[src/rtl/prog_loader.sv]
// Instruction-memory writer: packs a byte stream into words, writes them from
// address 0 upward and holds the core stalled until the image is in place.
module prog_loader #(
    parameter int data_length = 32,
    parameter int mem_length  = 32,
    localparam int BYTES = data_length / 8,
    localparam int AW    = (mem_length > 1) ? $clog2(mem_length) : 1,
    localparam int LW    = $clog2(mem_length + 1)
) (
    input  logic                   clk,
    input  logic                   rst_n,
    input  logic                   start,
    input  logic [LW-1:0]          load_len,
    input  logic [7:0]             in_byte,
    input  logic                   in_valid,
    output logic                   in_ready,
    output logic                   wr_en,
    output logic [AW-1:0]          wr_addr,
    output logic [data_length-1:0] wr_data,
    output logic                   busy,
    output logic                   cpu_hold,
    output logic                   done,
    output logic                   err
);

    localparam int KW = (BYTES > 1) ? $clog2(BYTES) : 1;

    typedef enum logic [1:0] {
        IDLE    = 2'd0,
        COLLECT = 2'd1,
        WRITE   = 2'd2,
        DONE    = 2'd3
    } state_t;

    state_t                 state_q, state_d;
    logic [KW-1:0]          kcnt_q, kcnt_d;
    logic [AW-1:0]          idx_q, idx_d;
    logic [LW-1:0]          len_q, len_d;
    logic [data_length-1:0] word_q, word_d;
    logic [AW-1:0]          wr_addr_q, wr_addr_d;
    logic [data_length-1:0] wr_data_q, wr_data_d;
    logic                   err_q, err_d;

    always_ff @(posedge clk or negedge rst_n) begin
        if (!rst_n) begin
            state_q   <= IDLE;
            kcnt_q    <= '0;
            idx_q     <= '0;
            len_q     <= '0;
            word_q    <= '0;
            wr_addr_q <= '0;
            wr_data_q <= '0;
            err_q     <= 1'b0;
        end else begin
            state_q   <= state_d;
            kcnt_q    <= kcnt_d;
            idx_q     <= idx_d;
            len_q     <= len_d;
            word_q    <= word_d;
            wr_addr_q <= wr_addr_d;
            wr_data_q <= wr_data_d;
            err_q     <= err_d;
        end
    end

    always_comb begin
        state_d   = state_q;
        kcnt_d    = kcnt_q;
        idx_d     = idx_q;
        len_d     = len_q;
        word_d    = word_q;
        wr_addr_d = wr_addr_q;
        wr_data_d = wr_data_q;
        err_d     = err_q;
        unique case (state_q)
            IDLE: begin
                if (start) begin
                    if (load_len == '0) begin
                        state_d = DONE;
                        err_d   = 1'b0;
                    end else if (load_len > LW'(mem_length)) begin
                        err_d = 1'b1;
                    end else begin
                        state_d = COLLECT;
                        err_d   = 1'b0;
                        idx_d   = '0;
                        kcnt_d  = '0;
                        len_d   = load_len;
                    end
                end
            end
            COLLECT: begin
                if (in_valid) begin
                    word_d[{kcnt_q, 3'b000} +: 8] = in_byte;
                    if (kcnt_q == KW'(BYTES - 1)) begin
                        // Output regs load here so they are valid during WRITE
                        state_d   = WRITE;
                        kcnt_d    = '0;
                        wr_addr_d = idx_q;
                        wr_data_d = word_d;
                    end else begin
                        kcnt_d = kcnt_q + KW'(1);
                    end
                end
            end
            WRITE: begin
                if (LW'(idx_q) == len_q - LW'(1)) begin
                    state_d = DONE;
                end else begin
                    idx_d   = idx_q + AW'(1);
                    kcnt_d  = '0;
                    state_d = COLLECT;
                end
            end
            DONE: state_d = IDLE;
            default: state_d = IDLE;
        endcase
    end

    assign in_ready = (state_q == COLLECT);
    assign wr_en    = (state_q == WRITE);
    assign wr_addr  = wr_addr_q;
    assign wr_data  = wr_data_q;
    assign busy     = (state_q != IDLE);
    assign cpu_hold = busy;
    assign done     = (state_q == DONE);
    assign err      = err_q;

endmodule

[config.mk]
export PLATFORM = sky130hd
export DESIGN_NAME = prog_loader
export DESIGN_NICKNAME = d
export VERILOG_FILES = /design/src/rtl/prog_loader.sv
export SDC_FILE = /design/constraint.sdc
export NUM_CORES = 1
export LEC_CHECK = 0
export ABC_AREA = 1
export BUFFER_PORTS_ARGS = -buffer_cell sky130_fd_sc_hd__buf_2
export CAP_MARGIN = 40
export CORE_MARGIN = 5
export CORE_UTILIZATION = 38
export CTS_CLUSTER_DIAMETER = 200
export CTS_CLUSTER_SIZE = 20
export DETAILED_ROUTE_END_ITERATION = 6
export PLACE_DENSITY = 0.58
export SETUP_SLACK_MARGIN = 0.5
export SYNTH_ARGS = -nofsm -noshare
export SYNTH_HDL_FRONTEND = slang
export SYNTH_SLANG_ARGS = --single-unit
[constraint.sdc]
create_clock -name clk -period 3.1 [get_ports clk]
set_input_delay 0.62 -clock clk [delete_from_list [all_inputs] [get_ports clk]]
set_output_delay 0.62 -clock clk [all_outputs]
set_load 0.005 [all_outputs]
==> impl_metrics.yaml <==
status:
  outcome: "finished, final reports clean"
setup_path:
  worstPathMaxFanout: 17
  cp.arrival_ns: 2.54
  cp.required_ns: 3.37
  start_kind: "flip-flop"
  crit_type: "reg -> reg"
  endpoint_kind: "flip-flop"
detailed_routing:
  routed_via_density: 4.814
  drtAntennaViolNets: 0
  wirelength_mm: 9.564
  wl_per_cell_um: 13.30
  dr.pass1.iters: 4
  vias: 3461
  drc_errors: 0
  drt-initial-drc-count: 189
timing:
  finalHoldViolCount: 0
  period_minus_slack_ns: 2.278
  rsz0062_at_grt: "false"
  drv_slew: 0
  setup_tns_ns: 0
  finalSetupViolCount: 0
  fin_skew_ns: 0.01170
  fin_crit_sh_pct: 73.48
  fmax_ghz: 0.4390
  worst_pin_slew_ns: 0.8531
  slew_headroom_pct: 43.05
die:
  fp.dieW_um: 114.5
  initial_core_util_pct: 38.48
  design.core.area_um2: 10790
  io_pins: 61
  die-area_um2: 13120
  die_y_um: 114.5
  fp-row-count: 38
placed_design:
  place_inst: 704
  hpwlAfterDp_mm: 6.734
  placed_cell_area_um2: 4544
  port_buffers: 60
  gp_congestion: 0.7810
clock_tree:
  cts_tree: "done"
  cts.sinks: 85
  cts_max_path_buffers: 2
  numCtsBuffers: 9
  clkLatencyLatePin_ns: 0.36
  root_buffer: "clkbuf_8"
  path_clk_slew_ns: 0.08
  hold_buffers: 0
  postCtsSetupBuffers: 0
  post_cts_resized: 0
  cts.htree.levels: 3
worst_hold_path:
  hold_path_class: "in -> async"
logic_synthesis:
  yosysMostFrequentCell: "nand2_1"
  synth_nets: 550
  synth_seq_cells: 85
  synth_top_area_share_pct: 51.22
  seq_area_frac_synth_pct: 51.22
  ys_warn_count: 0
  syn_area_um2: 4153
  yosys-top-cells-count: "201 x nand2_1, 85 x dfrtp_1, 62 x inv_1"
  synth-async-reset-ratio_pct: 100.0
  synthCells: 524
  avgSynthCellArea_um2: 7.925
  synth_top_cell_by_area: "dfrtp_1"
  synth.area.top_cells: "dfrtp_1 51%, nand2_1 18%, inv_1 5.6%"
  synth.distinct_cells: 28
  synth_edf_count: 0
  yosys_most_used_dff: "dfrtp_1"
final_layout:
  finalNonFillerCells: 719
  area_delta_synth_final_pct: 14.94
  antenna_cells: 0
  drive_gt1_share_pct: 15.89
  final_cell_area_um2: 4773
  fin_nets: 601
  fillers: 1122
global_routing:
  antenna_found_initial: 0
  grt_first_pass_wirelength_mm: 16.62
  first_global_vias: 3404
  grt_max_degree: 65
  grt_usage_pct: 15.80
  grt_overflow: 0
pwr:
  p_per_area_nw_per_um2: 899.8
  peakVddDrop_mv: 0.4901
  p_leak_nw: 2.494
flow_run:
  drv_cap: 0
-- cell type report --
class | count | area [um2] | area share, %
multi-input cells | 351 | 1664 | 34.86
well taps | 140 | 175.2 | 3.670
clock inverters | 4 | 97.59 | 2.045
inverters | 66 | 247.7 | 5.190
repair buffers | 62 | 330.3 | 6.920
clock buffers | 11 | 131.4 | 2.752
flip-flops and latches | 85 | 2127 | 44.56
-- power by group --
group	internal (mW)	switching, mW
sequential	1.50	0.233
combinational	0.600	1.03
clock	0.532	0.400
total	2.63	1.66
-- metal layers --
metal | global-route usage, % | wire, um | share of wire [%]
met5 | 0 | 0 | 0
met2 | 24.14 | 4335 | 45
met1 | 22.72 | 4747 | 50
met3 | 2.273 | 349 | 3.6
met4 | 5.938 | 131 | 1.4
-- worst max-delay path, stage by stage, from the launching register on --
cell and delay [ns]:
dfrtp_1 0.54, inv_1 0.22, ha_1 0.51, nand4_1 0.43, o22ai_1 0.29, nand2_1 0.07, o21ai_0 0.12
-- flip-flops by register name (all words and copies together), names as in the netlist --
| name | flops |
|---|---|
| wr_addr | 5 |
| kcnt_q | 2 |
| state_q | 2 |
| wr_data | 32 |
| len_q | 6 |
| word_q | 32 |
| err | 1 |
| idx_q | 5 |
-- cells by family after synthesis --
family / synth area share (%)
simple gates: 25.73
flops: 51.22
fa+ha+maj: 2.410
compound gates: 11.09
buf+inv: 8.707
xor+xnor: 0.8438
-- metrics by stage --
step	setup slack [ns]	hold WS [ns]	power (mW)	util [%]
after global placement	0.9628	0.4581	3.358	42.11
final	0.8221	0.2213	4.295	44.23
after CTS	0.8491	0.2285	4.338	44.23
after floorplan	1.448	0.3244	2.871	-
after global routing	0.5273	0.2521	4.695	44.23
after detailed placement	0.8641	0.4573	3.397	42.11
-- layout by cell type (no fill, tap or decap) --
cell type     n
a21oi_1       6
buf_12        1
buf_2        59
buf_4         2
bufinv_16     3
clkbuf_1      2
clkbuf_8      9
clkinvlp_4    1
dfrtp_1      85
ha_1          8
inv_1        62
inv_2         4
nand2_1     201
nand2_2       3
nand3_1      16
nand3_4       1
nand3b_1      1
nand4_1       4
nor2_1       30
nor2_2        2
nor2_4        1
nor3_4        1
o21ai_0      35
o21ai_2       4
o22ai_1      24
o32ai_1       8
or2_1         1
or2_2         1
xnor2_1       2
xor2_1        2
-- worst paths after layout --
kind	start	end	slack (ns)	depth (start not counted)
worst max-delay path	kcnt_q[0]$_DFFE_PN0P_	word_q[5]$_DFFE_PN0P_	0.82	6
worst min-delay path	rst_n	wr_data[20]$_DFFE_PN0P_	0.22	1
worst max register to register	kcnt_q[0]$_DFFE_PN0P_	word_q[5]$_DFFE_PN0P_	0.82	6
worst min register to register	wr_addr[1]$_DFFE_PN0P_	wr_addr[1]$_DFFE_PN0P_	0.47	2
max in group asynchronous	rst_n	word_q[26]$_DFFE_PN0P_	2.24	2
min in group clk	wr_addr[1]$_DFFE_PN0P_	wr_addr[1]$_DFFE_PN0P_	0.47	2
(Power assumes the default switching activity.)
